$ cat config.mk
export PLATFORM = sky130hd
export DESIGN_NAME = freq_count_latch_flat
export DESIGN_NICKNAME = d
export VERILOG_FILES = /design/src/rtl/freq_count_latch_if.sv /design/src/rtl/freq_count_latch.sv /design/src/flat_wrapper.sv
export SDC_FILE = /design/constraint.sdc
export NUM_CORES = 1
export LEC_CHECK = 0
export CAP_MARGIN = 20
export CORE_MARGIN = 4
export CORE_UTILIZATION = 55
export CTS_CLUSTER_DIAMETER = 200
export DETAILED_ROUTE_END_ITERATION = 10
export PLACE_DENSITY_LB_ADDON = 0.08
export SETUP_SLACK_MARGIN = 0.02
export SYNTH_ARGS = -nofsm -noshare
export SYNTH_HDL_FRONTEND = slang
export SYNTH_SLANG_ARGS = --single-unit
$ cat constraint.sdc
create_clock -name clkControl -period 5.9 [get_ports clkControl]
set_input_delay 0.885 -clock clkControl [delete_from_list [all_inputs] [get_ports clkControl]]
set_output_delay 0.885 -clock clkControl [all_outputs]
set_load 0.02 [all_outputs]
$ cat src/rtl/freq_count_latch_if.sv
// Signal bundle for the frequency counter: the gate/latch controls and
// prescale select going in, and the latched BCD result coming out.
interface freq_count_latch_if;
  logic        sigIn;
  logic        enable;
  logic        clear;
  logic        latch;
  logic [1:0]  testMode;
  logic [15:0] bcdOut;
  logic        overflow;
  logic        dataValid;
  logic [1:0]  state;

  // Driver side (the environment that controls the counter)
  modport master (
    output sigIn, enable, clear, latch, testMode,
    input  bcdOut, overflow, dataValid, state
  );

  // Counter side
  modport slave (
    input  sigIn, enable, clear, latch, testMode,
    output bcdOut, overflow, dataValid, state
  );
endinterface

$ cat src/rtl/freq_count_latch.sv
// Gated frequency counter: synchronises sigIn, divides its rising edges by a
// decade prescaler and accumulates them in a saturating 4-digit BCD counter.
// A rising edge on latch snapshots the running count and overflow flag.
module freq_count_latch (
  input  logic                 clkControl,
  input  logic                 reset,
  freq_count_latch_if.slave    fc
);

  typedef enum logic [1:0] {
    IDLE     = 2'b00,
    COUNTING = 2'b01,
    HOLD     = 2'b10
  } stateT;

  stateT       stateReg, stateNext;
  logic [2:0]  syncReg;
  logic        sigEdge;
  logic [9:0]  prescReg;
  logic [9:0]  termCount;
  logic [1:0]  testModeReg;
  logic        modeChange;
  logic [15:0] countReg;
  logic [15:0] countInc;
  logic        ovfFlagReg;
  logic        latchReg;
  logic        latchRise;
  logic        countEn;
  logic [4:0]  carry;
  logic [15:0] bcdOutReg;
  logic        overflowReg;
  logic        dataValidReg;

  // Two-flop synchroniser plus a third stage for rising-edge detection
  always_ff @(posedge clkControl) begin
    if (reset) syncReg <= 3'b000;
    else       syncReg <= {syncReg[1:0], fc.sigIn};
  end

  assign sigEdge    = syncReg[1] & ~syncReg[2];
  assign modeChange = (fc.testMode != testModeReg);
  assign latchRise  = fc.latch & ~latchReg;
  assign countEn    = (stateReg == COUNTING) && sigEdge && !fc.clear;

  // Prescaler terminal value (count - 1) selected by testMode
  always_comb begin
    termCount = 10'd0;
    case (fc.testMode)
      2'b00: termCount = 10'd0;
      2'b01: termCount = 10'd9;
      2'b10: termCount = 10'd99;
      2'b11: termCount = 10'd999;
      default: termCount = 10'd0;
    endcase
  end

  // BCD ripple increment; carry[4] doubles as the "all nines" indicator
  assign carry[0] = 1'b1;
  generate
    for (genvar gi = 0; gi < 4; gi++) begin : gDigit
      logic [3:0] digit;
      assign digit          = countReg[gi*4 +: 4];
      assign carry[gi+1]    = carry[gi] && (digit == 4'd9);
      assign countInc[gi*4 +: 4] = carry[gi] ? ((digit == 4'd9) ? 4'd0 : digit + 4'd1)
                                             : digit;
    end
  endgenerate

  // Remember the previous prescale select and latch level for change detection
  always_ff @(posedge clkControl) begin
    if (reset) begin
      testModeReg <= 2'b00;
      latchReg    <= 1'b0;
    end else begin
      testModeReg <= fc.testMode;
      latchReg    <= fc.latch;
    end
  end

  // Prescaler, running BCD count and sticky overflow; clear wins over counting
  always_ff @(posedge clkControl) begin
    if (reset || fc.clear) begin
      prescReg   <= 10'd0;
      countReg   <= 16'h0000;
      ovfFlagReg <= 1'b0;
    end else if (modeChange) begin
      // Switching range restarts the prescaler but keeps the running count
      prescReg <= 10'd0;
    end else if (countEn) begin
      if (prescReg == termCount) begin
        prescReg <= 10'd0;
        if (carry[4]) ovfFlagReg <= 1'b1;
        else          countReg   <= countInc;
      end else begin
        prescReg <= prescReg + 10'd1;
      end
    end
  end

  // Output snapshot on a latch rise; sees pre-edge count even with clear/increment
  always_ff @(posedge clkControl) begin
    if (reset) begin
      bcdOutReg    <= 16'h0000;
      overflowReg  <= 1'b0;
      dataValidReg <= 1'b0;
    end else begin
      dataValidReg <= latchRise;
      if (latchRise) begin
        bcdOutReg   <= countReg;
        overflowReg <= ovfFlagReg;
      end
    end
  end

  // FSM state register
  always_ff @(posedge clkControl) begin
    if (reset) stateReg <= IDLE;
    else       stateReg <= stateNext;
  end

  // FSM next-state: enable gates counting, clear always returns to IDLE
  always_comb begin
    stateNext = stateReg;
    if (fc.clear) begin
      stateNext = IDLE;
    end else begin
      case (stateReg)
        IDLE:     if (fc.enable)  stateNext = COUNTING;
        COUNTING: if (!fc.enable) stateNext = HOLD;
        HOLD:     if (fc.enable)  stateNext = COUNTING;
        default:  stateNext = IDLE;
      endcase
    end
  end

  assign fc.bcdOut    = bcdOutReg;
  assign fc.overflow  = overflowReg;
  assign fc.dataValid = dataValidReg;
  assign fc.state     = stateReg;

endmodule

$ cat src/flat_wrapper.sv
// flat-port wrapper written by rule: the top's interface ports become plain ports
module freq_count_latch_flat 
  (clkControl, reset, fc_sigIn, fc_enable, fc_clear, fc_latch, fc_testMode, fc_bcdOut, fc_overflow, fc_dataValid, fc_state);
  freq_count_latch_if fc_i ();
  input  logic clkControl;
  input  logic reset;
  input wire logic [$bits(fc_i.sigIn)-1:0] fc_sigIn;
  input wire logic [$bits(fc_i.enable)-1:0] fc_enable;
  input wire logic [$bits(fc_i.clear)-1:0] fc_clear;
  input wire logic [$bits(fc_i.latch)-1:0] fc_latch;
  input wire logic [$bits(fc_i.testMode)-1:0] fc_testMode;
  output wire logic [$bits(fc_i.bcdOut)-1:0] fc_bcdOut;
  output wire logic [$bits(fc_i.overflow)-1:0] fc_overflow;
  output wire logic [$bits(fc_i.dataValid)-1:0] fc_dataValid;
  output wire logic [$bits(fc_i.state)-1:0] fc_state;
  assign fc_i.sigIn = fc_sigIn;
  assign fc_i.enable = fc_enable;
  assign fc_i.clear = fc_clear;
  assign fc_i.latch = fc_latch;
  assign fc_i.testMode = fc_testMode;
  assign fc_bcdOut = fc_i.bcdOut;
  assign fc_overflow = fc_i.overflow;
  assign fc_dataValid = fc_i.dataValid;
  assign fc_state = fc_i.state;
  freq_count_latch u_core (.clkControl(clkControl), .reset(reset), .fc(fc_i));
endmodule
==> results.toml, run 1 <==
[run_status]
status = "finished clean"

[critical_path]
start_kind = "primary input"
cp_max_fo = 14
critPathMostFrequentCell = "or4_1"
cpPeakStageDelay_ps = 550
path_delay_family = "simple AND/OR/NAND/NOR gates"
cp_num_buf_inv = 1
critical_path_arrival_ps = 3350
critical_path_class = "primary input to flop"
worst_ep_required_time_ps = 6140
end_kind = "flop"
cp_cell_sequence = "clkdlybuf4s50_1 -> or4_1 -> a21o_1 -> a211o_1 -> or4_1 -> a31oi_1"
crit_slowest_cell = "or4_1"

[cts]
clock_latency_ps = 310
cts_made_buffers = 5
cts_tree = "built"
cts-hold-fix-buffers = 0
htreeDepth = 2
post_cts_resize_count = 0
clock-root-buffer = "clkbuf_8"
post_cts_buffers = 0
cts_sinks = 53
clock_tree.buffer_depth = 2
cts.clk_slew.worst_paths_ps = 100

[sta]
fmax_mhz = 322
hold_violations = 0
finalMaxSlewViolations = 0
min_period_ps = 3100
setup_tns_ps = 0
rsz0062_at_grt = "false"
worst_pin_slew_ps = 931
setup_viol = 0
finalCritPeriodShare_pct = 52.6
maxSlewHeadroom_pct = 37.3
skew_ps = 6.17

[power]
p_seq_share_pct = 60.5
pwr-share-comb_pct = 5.7
leakage_nw = 0.911
p_int_w = 0.000455
switching_share_pct = 23.8
p_clk_share_pct = 33.8
irDropWorstVdd_v = 0.000145
p_sw_w = 0.000142
p_per_area_nw_per_um2 = 209

[grt]
antenna_found_initial = 0
grt_overflow = 0
grt_pass1_vias = 1865
grt_max_degree = 29
grt_pass1_wl_mm = 8.19
grt_use_total_pct = 18.6

[finish]
area_growth_pct = 15.0
nets = 328
stdcell_area_um2 = 2850
seqCellArea_um2 = 1060
fillers = 393
antenna_cells = 0
multi_input_area_um2 = 1320
drive_gt1_share_pct = 4.69
final_util_pct = 65.5

[yosys]
synthAdderAreaFrac_pct = 0.504
ys_ff_latch = 53
synth_xor_xnor_area_share_pct = 5.30
syn_avg_cell_area_um2 = 8.27
synth_compound_area_share_pct = 14.0
yosys_warnings = 0
synth_flop_cell = "dfxtp_1"
synth_edf_count = 0
synth_simple_gate_area_share_pct = 30.2
synthCells = 300
synth_top_family_by_area = "simple AND/OR/NAND/NOR gates"
syn_nets = 309
synthMuxAreaShare_pct = 3.28
yosysSeqAreaShare_pct = 42.8
ys_types = 46
synthArstFlopShare_pct = 0
syn_area_um2 = 2480

[drt]
routed_wl_mm = 4.93
drcViolationCount = 0
drtIter0Drc = 118
vias = 2113
ant_nets = 0
avgRoutedWirePerCell_um = 13.3
drt_first_pass_iters = 4
vias_per_cell = 5.68

[die]
core-area_um2 = 4350
io_pins = 28
rows = 24
initial_core_util_pct = 57.0
die_h_um = 75.2
die_x_um = 75.2
die-area_um2 = 5650

[place]
place_area_um2 = 2760
place_congestion = 0.859
port_buffers = 27
place_hpwl_mm = 3.51

[flow_run]
cap_violations = 0

[worst_hold_path]
hp-class = "flop to flop"
[cell usage in the layout (no fill, tap or decap), types with 3 or more instances in the layout]
cell	n
dfxtp_1	53
nand2_1	51
clkdlybuf4s50_1	27
a21oi_1	26
nor2_1	16
nand3_1	10
xnor2_1	10
nor2b_1	9
nand4_1	8
nor4_1	8
nor3_1	8
inv_1	7
mux2i_1	7
and3_1	6
or3_1	6
xor2_1	5
and2_1	5
clkbuf_8	5
nor3b_1	4
nor4b_1	3
or4_1	3
o31ai_1	3
buf_4	3
[per-layer routing]
| layer | GRT usage [%] | share of wire, % | wire length [um] |
|---|---|---|---|
| met1 | 25.5 | 51 | 2490 |
| met2 | 28.6 | 45 | 2220 |
| met3 | 4.14 | 3.0 | 146 |
| met4 | 6.99 | 1.5 | 73 |
| met5 | 0 | 0 | 0 |
[power groups by stage]
stage,sequential [W],combinational [W],clock (W)
after global routing,0.000362,0.0000376,0.000225
after global placement,0.000370,0.0000339,0
after detailed placement,0.000370,0.0000342,0
final,0.000361,0.0000343,0.000202
after CTS,0.000362,0.0000343,0.000207
after floorplan,0.000370,0.0000224,0
[stage by stage]
step	instances	hold WS (ps)	worst slack [ps]	power, W
after floorplan	300	406	3170	0.000393
after global placement	363	419	2550	0.000404
after detailed placement	363	427	2500	0.000404
after CTS	371	441	2830	0.000603
after global routing	372	464	2640	0.000624
final	372	435	2800	0.000598
[sequential cells by signal, indices dropped and copies added, names as in the netlist]
name and count:
u_core.testModeReg 2, u_core.fc.bcdOut 16, u_core.syncReg 3, u_core.prescReg 10, u_core.fc.state 2, u_core.ovfFlagReg 1
u_core.latchReg 1, u_core.fc.dataValid 1, u_core.countReg 16, u_core.fc.overflow 1
[worst register-to-register path: stages (launching register included)]
cell     delay [ps]
dfxtp_1         380
or4_1           540
a21o_1          220
a211o_1         480
or4_1           560
a31oi_1         160
[cell usage after synthesis (4+ instances only)]
cell type / n / share of area (%)
a21oi_1: 26 / 5.2
and2_1: 5 / 1.3
and3_1: 6 / 1.5
clkbuf_1: 15 / 2.3
dfxtp_1: 53 / 43
inv_1: 7 / 1.1
mux2i_1: 7 / 2.8
nand2_1: 51 / 7.7
nand3_1: 10 / 2.0
nand4_1: 8 / 2.0
nor2_1: 16 / 2.4
nor2b_1: 9 / 2.3
nor3_1: 8 / 1.6
nor3b_1: 4 / 1.2
nor4_1: 8 / 2.0
or3_1: 6 / 1.5
xnor2_1: 10 / 3.5
xor2_1: 5 / 1.8
[logic make-up (layout without fill, tap and decap cells)]
| kind of cell | after synthesis | count (layout) |
|---|---|---|
| AOI/OAI and AO/OA | 53 | 53 |
| xor gates and xnor gates | 15 | 15 |
| adders and majority gates | 1 | 1 |
| buffers and inverters | 25 | 45 |
| DFF | 53 | 53 |
| muxes | 8 | 8 |
| and+or+nand+nor | 145 | 145 |
[final timing paths]
| path | endpoint | cells past startpoint | slack [ps] | from |
|---|---|---|---|---|
| worst min-delay path | u_core.fc.dataValid | 1 | 430 | u_core.latchReg |
| worst max register to register | u_core.countReg[7] | 5 | 3500 | u_core.prescReg[5] |
| worst max-delay path | u_core.countReg[7] | 6 | 2800 | fc_testMode[0] |
| worst min register to register | u_core.fc.dataValid | 1 | 430 | u_core.latchReg |
[final cells by class]
| class | count | area share (%) |
|---|---|---|
| Clock buffer | 5 | 2.41 |
| Sequential cell | 53 | 37.2 |
| Timing Repair Buffer | 30 | 10.3 |
| Tap cell | 52 | 2.28 |
| Inverter | 7 | 0.921 |
| Clock inverter | 3 | 0.614 |
| Multi-Input combinational cell | 222 | 46.3 |
Note: power is estimated with default switching activity, not from simulation.
==> run 2: changes to the inputs <==
--- a/config.mk
+++ b/config.mk
@@ -7,7 +7,7 @@
 export LEC_CHECK = 0
 export CAP_MARGIN = 20
 export CORE_MARGIN = 4
-export CORE_UTILIZATION = 55
+export CORE_UTILIZATION = 50
 export CTS_CLUSTER_DIAMETER = 200
 export DETAILED_ROUTE_END_ITERATION = 10
 export PLACE_DENSITY_LB_ADDON = 0.08
==> constraint.sdc (replaced) <==
create_clock -name clkControl -period 2.52 [get_ports clkControl]
set_input_delay 0.378 -clock clkControl [delete_from_list [all_inputs] [get_ports clkControl]]
set_output_delay 0.378 -clock clkControl [all_outputs]
set_load 0.02 [all_outputs]
==> results.toml, run 2 (same netlist as run 1, synthesis figures left out) <==
[drt]
vias = 2221
avgRoutedWirePerCell_um = 13.2
ant_nets = 0
vias_per_cell = 5.47
drcViolationCount = 0
drtIter0Drc = 143
drt_first_pass_iters = 4
routed_wl_mm = 5.35

[die]
die_h_um = 78.4
initial_core_util_pct = 52.2
io_pins = 28
core-area_um2 = 4750
rows = 25
die-area_um2 = 6150
die_x_um = 78.4

[cts]
cts-hold-fix-buffers = 0
clock-root-buffer = "clkbuf_8"
cts_tree = "built"
post_cts_resize_count = 0
cts_sinks = 53
post_cts_buffers = 0
cts.clk_slew.worst_paths_ps = 100
clock_latency_ps = 310
htreeDepth = 2
cts_made_buffers = 5
clock_tree.buffer_depth = 2

[sta]
whs_ps = 439
hold_violations = 0
worst_pin_slew_ps = 629
min_period_ps = 2380
finalMaxSlewViolations = 0
rsz0062_at_grt = "false"
maxSlewHeadroom_pct = 58.1
fmax_mhz = 420
skew_ps = 7.34
finalCritPeriodShare_pct = 94.4
setup_viol = 0

[critical_path]
cp_max_fo = 4
r2r-start = "u_core.prescReg[5]"
end_kind = "flop"
critical_path_class = "primary input to flop"
start_kind = "primary input"
r2r_cells = 6
worst_ep_required_time_ps = 2760
r2r_slack_ps = 180
startpoint = "fc_testMode[0]"
endpoint = "u_core.countReg[6]"
critical_path_arrival_ps = 2620
reg2reg_to = "u_core.countReg[6]"

[run_status]
status = "finished clean"

[finish]
final_cells = 406
final_common_cell = "dfxtp_1"
most-common-layout-cells = "dfxtp_1 (53), nand2_1 (51), clkdlybuf4s50_1 (27), a21oi_1 (26), buf_4 (21)"
nets = 347
seqCellArea_um2 = 1060
area_growth_pct = 22.0
multi_input_area_um2 = 1320
fillers = 465
antenna_cells = 0
final_util_pct = 63.7
stdcell_area_um2 = 3030
drive_gt1_share_pct = 10.0

[grt]
grt_use_total_pct = 18.9
grt_pass1_wl_mm = 9.52
grt_max_degree = 20
grt_pass1_vias = 2050
grt_overflow = 0
antenna_found_initial = 0

[power]
p_per_area_nw_per_um2 = 468
leakage_nw = 1.01
irDropWorstVdd_v = 0.000287

[place]
place_hpwl_mm = 3.91
placed_cells = 398
place_area_um2 = 2940
place_congestion = 0.854
port_buffers = 27

[flow_run]
cap_violations = 0

[worst_hold_path]
hp-class = "flop to flop"
-- run 2: cell types whose count changed in the layout (fill, tap and decap cells not counted), sizes merged --
cell  change
buf      +19
-- run 2: worst min-delay path by stage --
stage | startpoint | endpoint | slack, ps | depth (start not counted)
2_1_floorplan | u_core.latchReg | u_core.fc.dataValid | 410 | 1
3_3_place_gp | u_core.syncReg[0] | u_core.syncReg[1] | 420 | 1
3_5_place_dp | u_core.latchReg | u_core.fc.dataValid | 430 | 1
4_1_cts | u_core.latchReg | u_core.fc.dataValid | 440 | 1
5_1_grt | u_core.latchReg | u_core.fc.dataValid | 470 | 1
6_report | u_core.latchReg | u_core.fc.dataValid | 440 | 1
-- run 2: layout make-up --
cell class              count  area share [%]
clock buffers               5            2.27
well taps                  67            2.77
repair buffers             49            14.8
inverters                   7           0.868
multi-input cells         222            43.7
flip-flops and latches     53            35.0
clock inverters             3           0.579
-- run 2: where the power goes --
group	switching [W]	internal [W]	total [W]
sequential	0.00000322	0.000843	0.000846
combinational	0.0000545	0.0000424	0.0000970
clock	0.000282	0.000192	0.000475
total	0.000340	0.00108	0.00142
-- run 2: critical path, stage by stage --
cell and delay [ps]:
clkdlybuf4s50_1 410, or4_1 470, a21o_1 230, a211o_1 350, buf_4 170, nor4_1 350
mux2i_1 250
-- run 2: stage by stage --
stage | TNS, ps | total power, W | setup slack [ps]
after floorplan | 0 | 0.000920 | 296
after global placement | -106 | 0.000962 | -39.1
after detailed placement | -254 | 0.000963 | -108
after CTS | 0 | 0.00143 | 190
after global routing | 0 | 0.00147 | 89.7
final | 0 | 0.00142 | 140
-- run 2: layer usage --
layer	part of all wire [%]	GRT usage [%]	vias up
met5	0	0	-
met4	1.2	5.77	0
met3	3.9	3.78	6
li1	-	-	1141
met1	49	25.7	1039
met2	46	30.4	35
==> run 3: changes to the inputs <==
--- a/config.mk
+++ b/config.mk
@@ -6,7 +6,7 @@
 export NUM_CORES = 1
 export LEC_CHECK = 0
 export CAP_MARGIN = 20
-export CORE_MARGIN = 4
+export CORE_MARGIN = 5
 export CORE_UTILIZATION = 50
 export CTS_CLUSTER_DIAMETER = 200
 export DETAILED_ROUTE_END_ITERATION = 10
==> results.toml, run 3 (same netlist as run 1, synthesis figures left out) <==
[run_status]
status = "finished clean"

[die]
initial_core_util_pct = 51.8
rows = 25
die_x_um = 80.4
core-area_um2 = 4790
die_h_um = 80.4
io_pins = 28
die-area_um2 = 6470

[cts]
cts-hold-fix-buffers = 0
post_cts_buffers = 0
clock_tree.buffer_depth = 2
htreeDepth = 2
cts_sinks = 53
cts.clk_slew.worst_paths_ps = 90
cts_tree = "built"
post_cts_resize_count = 0
cts_made_buffers = 5
clock-root-buffer = "clkbuf_8"
clock_latency_ps = 300

[critical_path]
start_kind = "primary input"
worst_ep_required_time_ps = 2760
critical_path_class = "primary input to flop"
cp_max_fo = 6
end_kind = "flop"
critical_path_arrival_ps = 2560

[power]
pwr-share-comb_pct = 6.2
p_sw_w = 0.000322
p_int_w = 0.00121
p_total_w = 0.00153
irDropWorstVdd_v = 0.000319
p_clk_share_pct = 38.5
switching_share_pct = 21.0
p_per_area_nw_per_um2 = 501
p_seq_share_pct = 55.3
leakage_nw = 1.02

[sta]
final.setup.worst_slack_ps = 196
min_period_ps = 2320
maxSlewHeadroom_pct = 58.9
rsz0062_at_grt = "false"
worst_pin_slew_ps = 617
finalMaxSlewViolations = 0
finalCritPeriodShare_pct = 92.2
fmax_mhz = 430
hold_violations = 0
skew_ps = 6.59
setup_viol = 0
whs_ps = 445

[place]
placed_cells = 399
port_buffers = 27
place_congestion = 0.847
place_ws_ps = -101
place_area_um2 = 2940
place_hpwl_mm = 3.97

[finish]
seqCellArea_um2 = 1060
antenna_cells = 0
drive_gt1_share_pct = 10.0
final_cells = 407
most-common-layout-cells = "dfxtp_1 (53), nand2_1 (51), clkdlybuf4s50_1 (27), a21oi_1 (26), buf_4 (23)"
multi_input_area_um2 = 1320
stdcell_area_um2 = 3050
area_growth_pct = 23.0
final_common_cell = "dfxtp_1"
nets = 348
fillers = 443

[drt]
vias_per_cell = 5.40
vias = 2198
ant_nets = 0
drcViolationCount = 0
avgRoutedWirePerCell_um = 13.2
routed_wl_mm = 5.38
drtIter0Drc = 123
drt_first_pass_iters = 5

[worst_hold_path]
hp-class = "flop to flop"

[grt]
grt_overflow = 0
antenna_found_initial = 0
grt_max_degree = 24
grt_pass1_wl_mm = 9.51
grt_use_total_pct = 18.5
grt_pass1_vias = 2081

[flow_run]
cap_violations = 0
## run 3: power groups by stage
stage / registers, W / logic, W / clock network, W
floorplan: 0.000867 / 0.0000525 / 0
global placement: 0.000866 / 0.0000951 / 0
detailed placement: 0.000866 / 0.0000959 / 0
CTS: 0.000846 / 0.0000962 / 0.000614
global route: 0.000847 / 0.000106 / 0.000648
finish: 0.000846 / 0.0000943 / 0.000589
## run 3: path summary, 6_finish.rpt
| check | start | end | slack (ps) | cells past startpoint |
|---|---|---|---|---|
| min reg2reg | u_core.syncReg[0] | u_core.syncReg[1] | 450 | 1 |
| max | fc_testMode[0] | u_core.countReg[7] | 200 | 6 |
| max reg2reg | u_core.prescReg[5] | u_core.countReg[7] | 230 | 5 |
| min | u_core.syncReg[0] | u_core.syncReg[1] | 450 | 1 |
## run 3: per-stage QoR
stage,util [%],TNS (ps)
2_1_floorplan,-,0
3_3_place_gp,61.4,-249
3_5_place_dp,61.4,-727
4_1_cts,63.8,0
5_1_grt,63.8,0
6_report,63.8,0
## run 3: worst max-delay path, cell delays in order
cell	delay (ps)
clkdlybuf4s50_1	410
or4_1	470
a21o_1	210
a211o_1	400
or4_1	520
a31oi_1	160
## run 3: routing by layer
metal	GRT usage, %	routed length, um	up-vias
li1	-	-	1141
met1	23.8	2620	1017
met2	30.9	2530	34
met3	3.70	172	6
met4	5.57	65	0
met5	0	0	-
## run 3: layout make-up
| cell class | instances | share of cell area, % |
|---|---|---|
| clock buffer | 7 | 2.83 |
| clock inverter | 1 | 0.984 |
| inverter | 7 | 0.861 |
| multi-input combinational | 222 | 43.3 |
| sequential | 53 | 34.8 |
| tap | 67 | 2.75 |
| timing repair buffer | 50 | 14.5 |
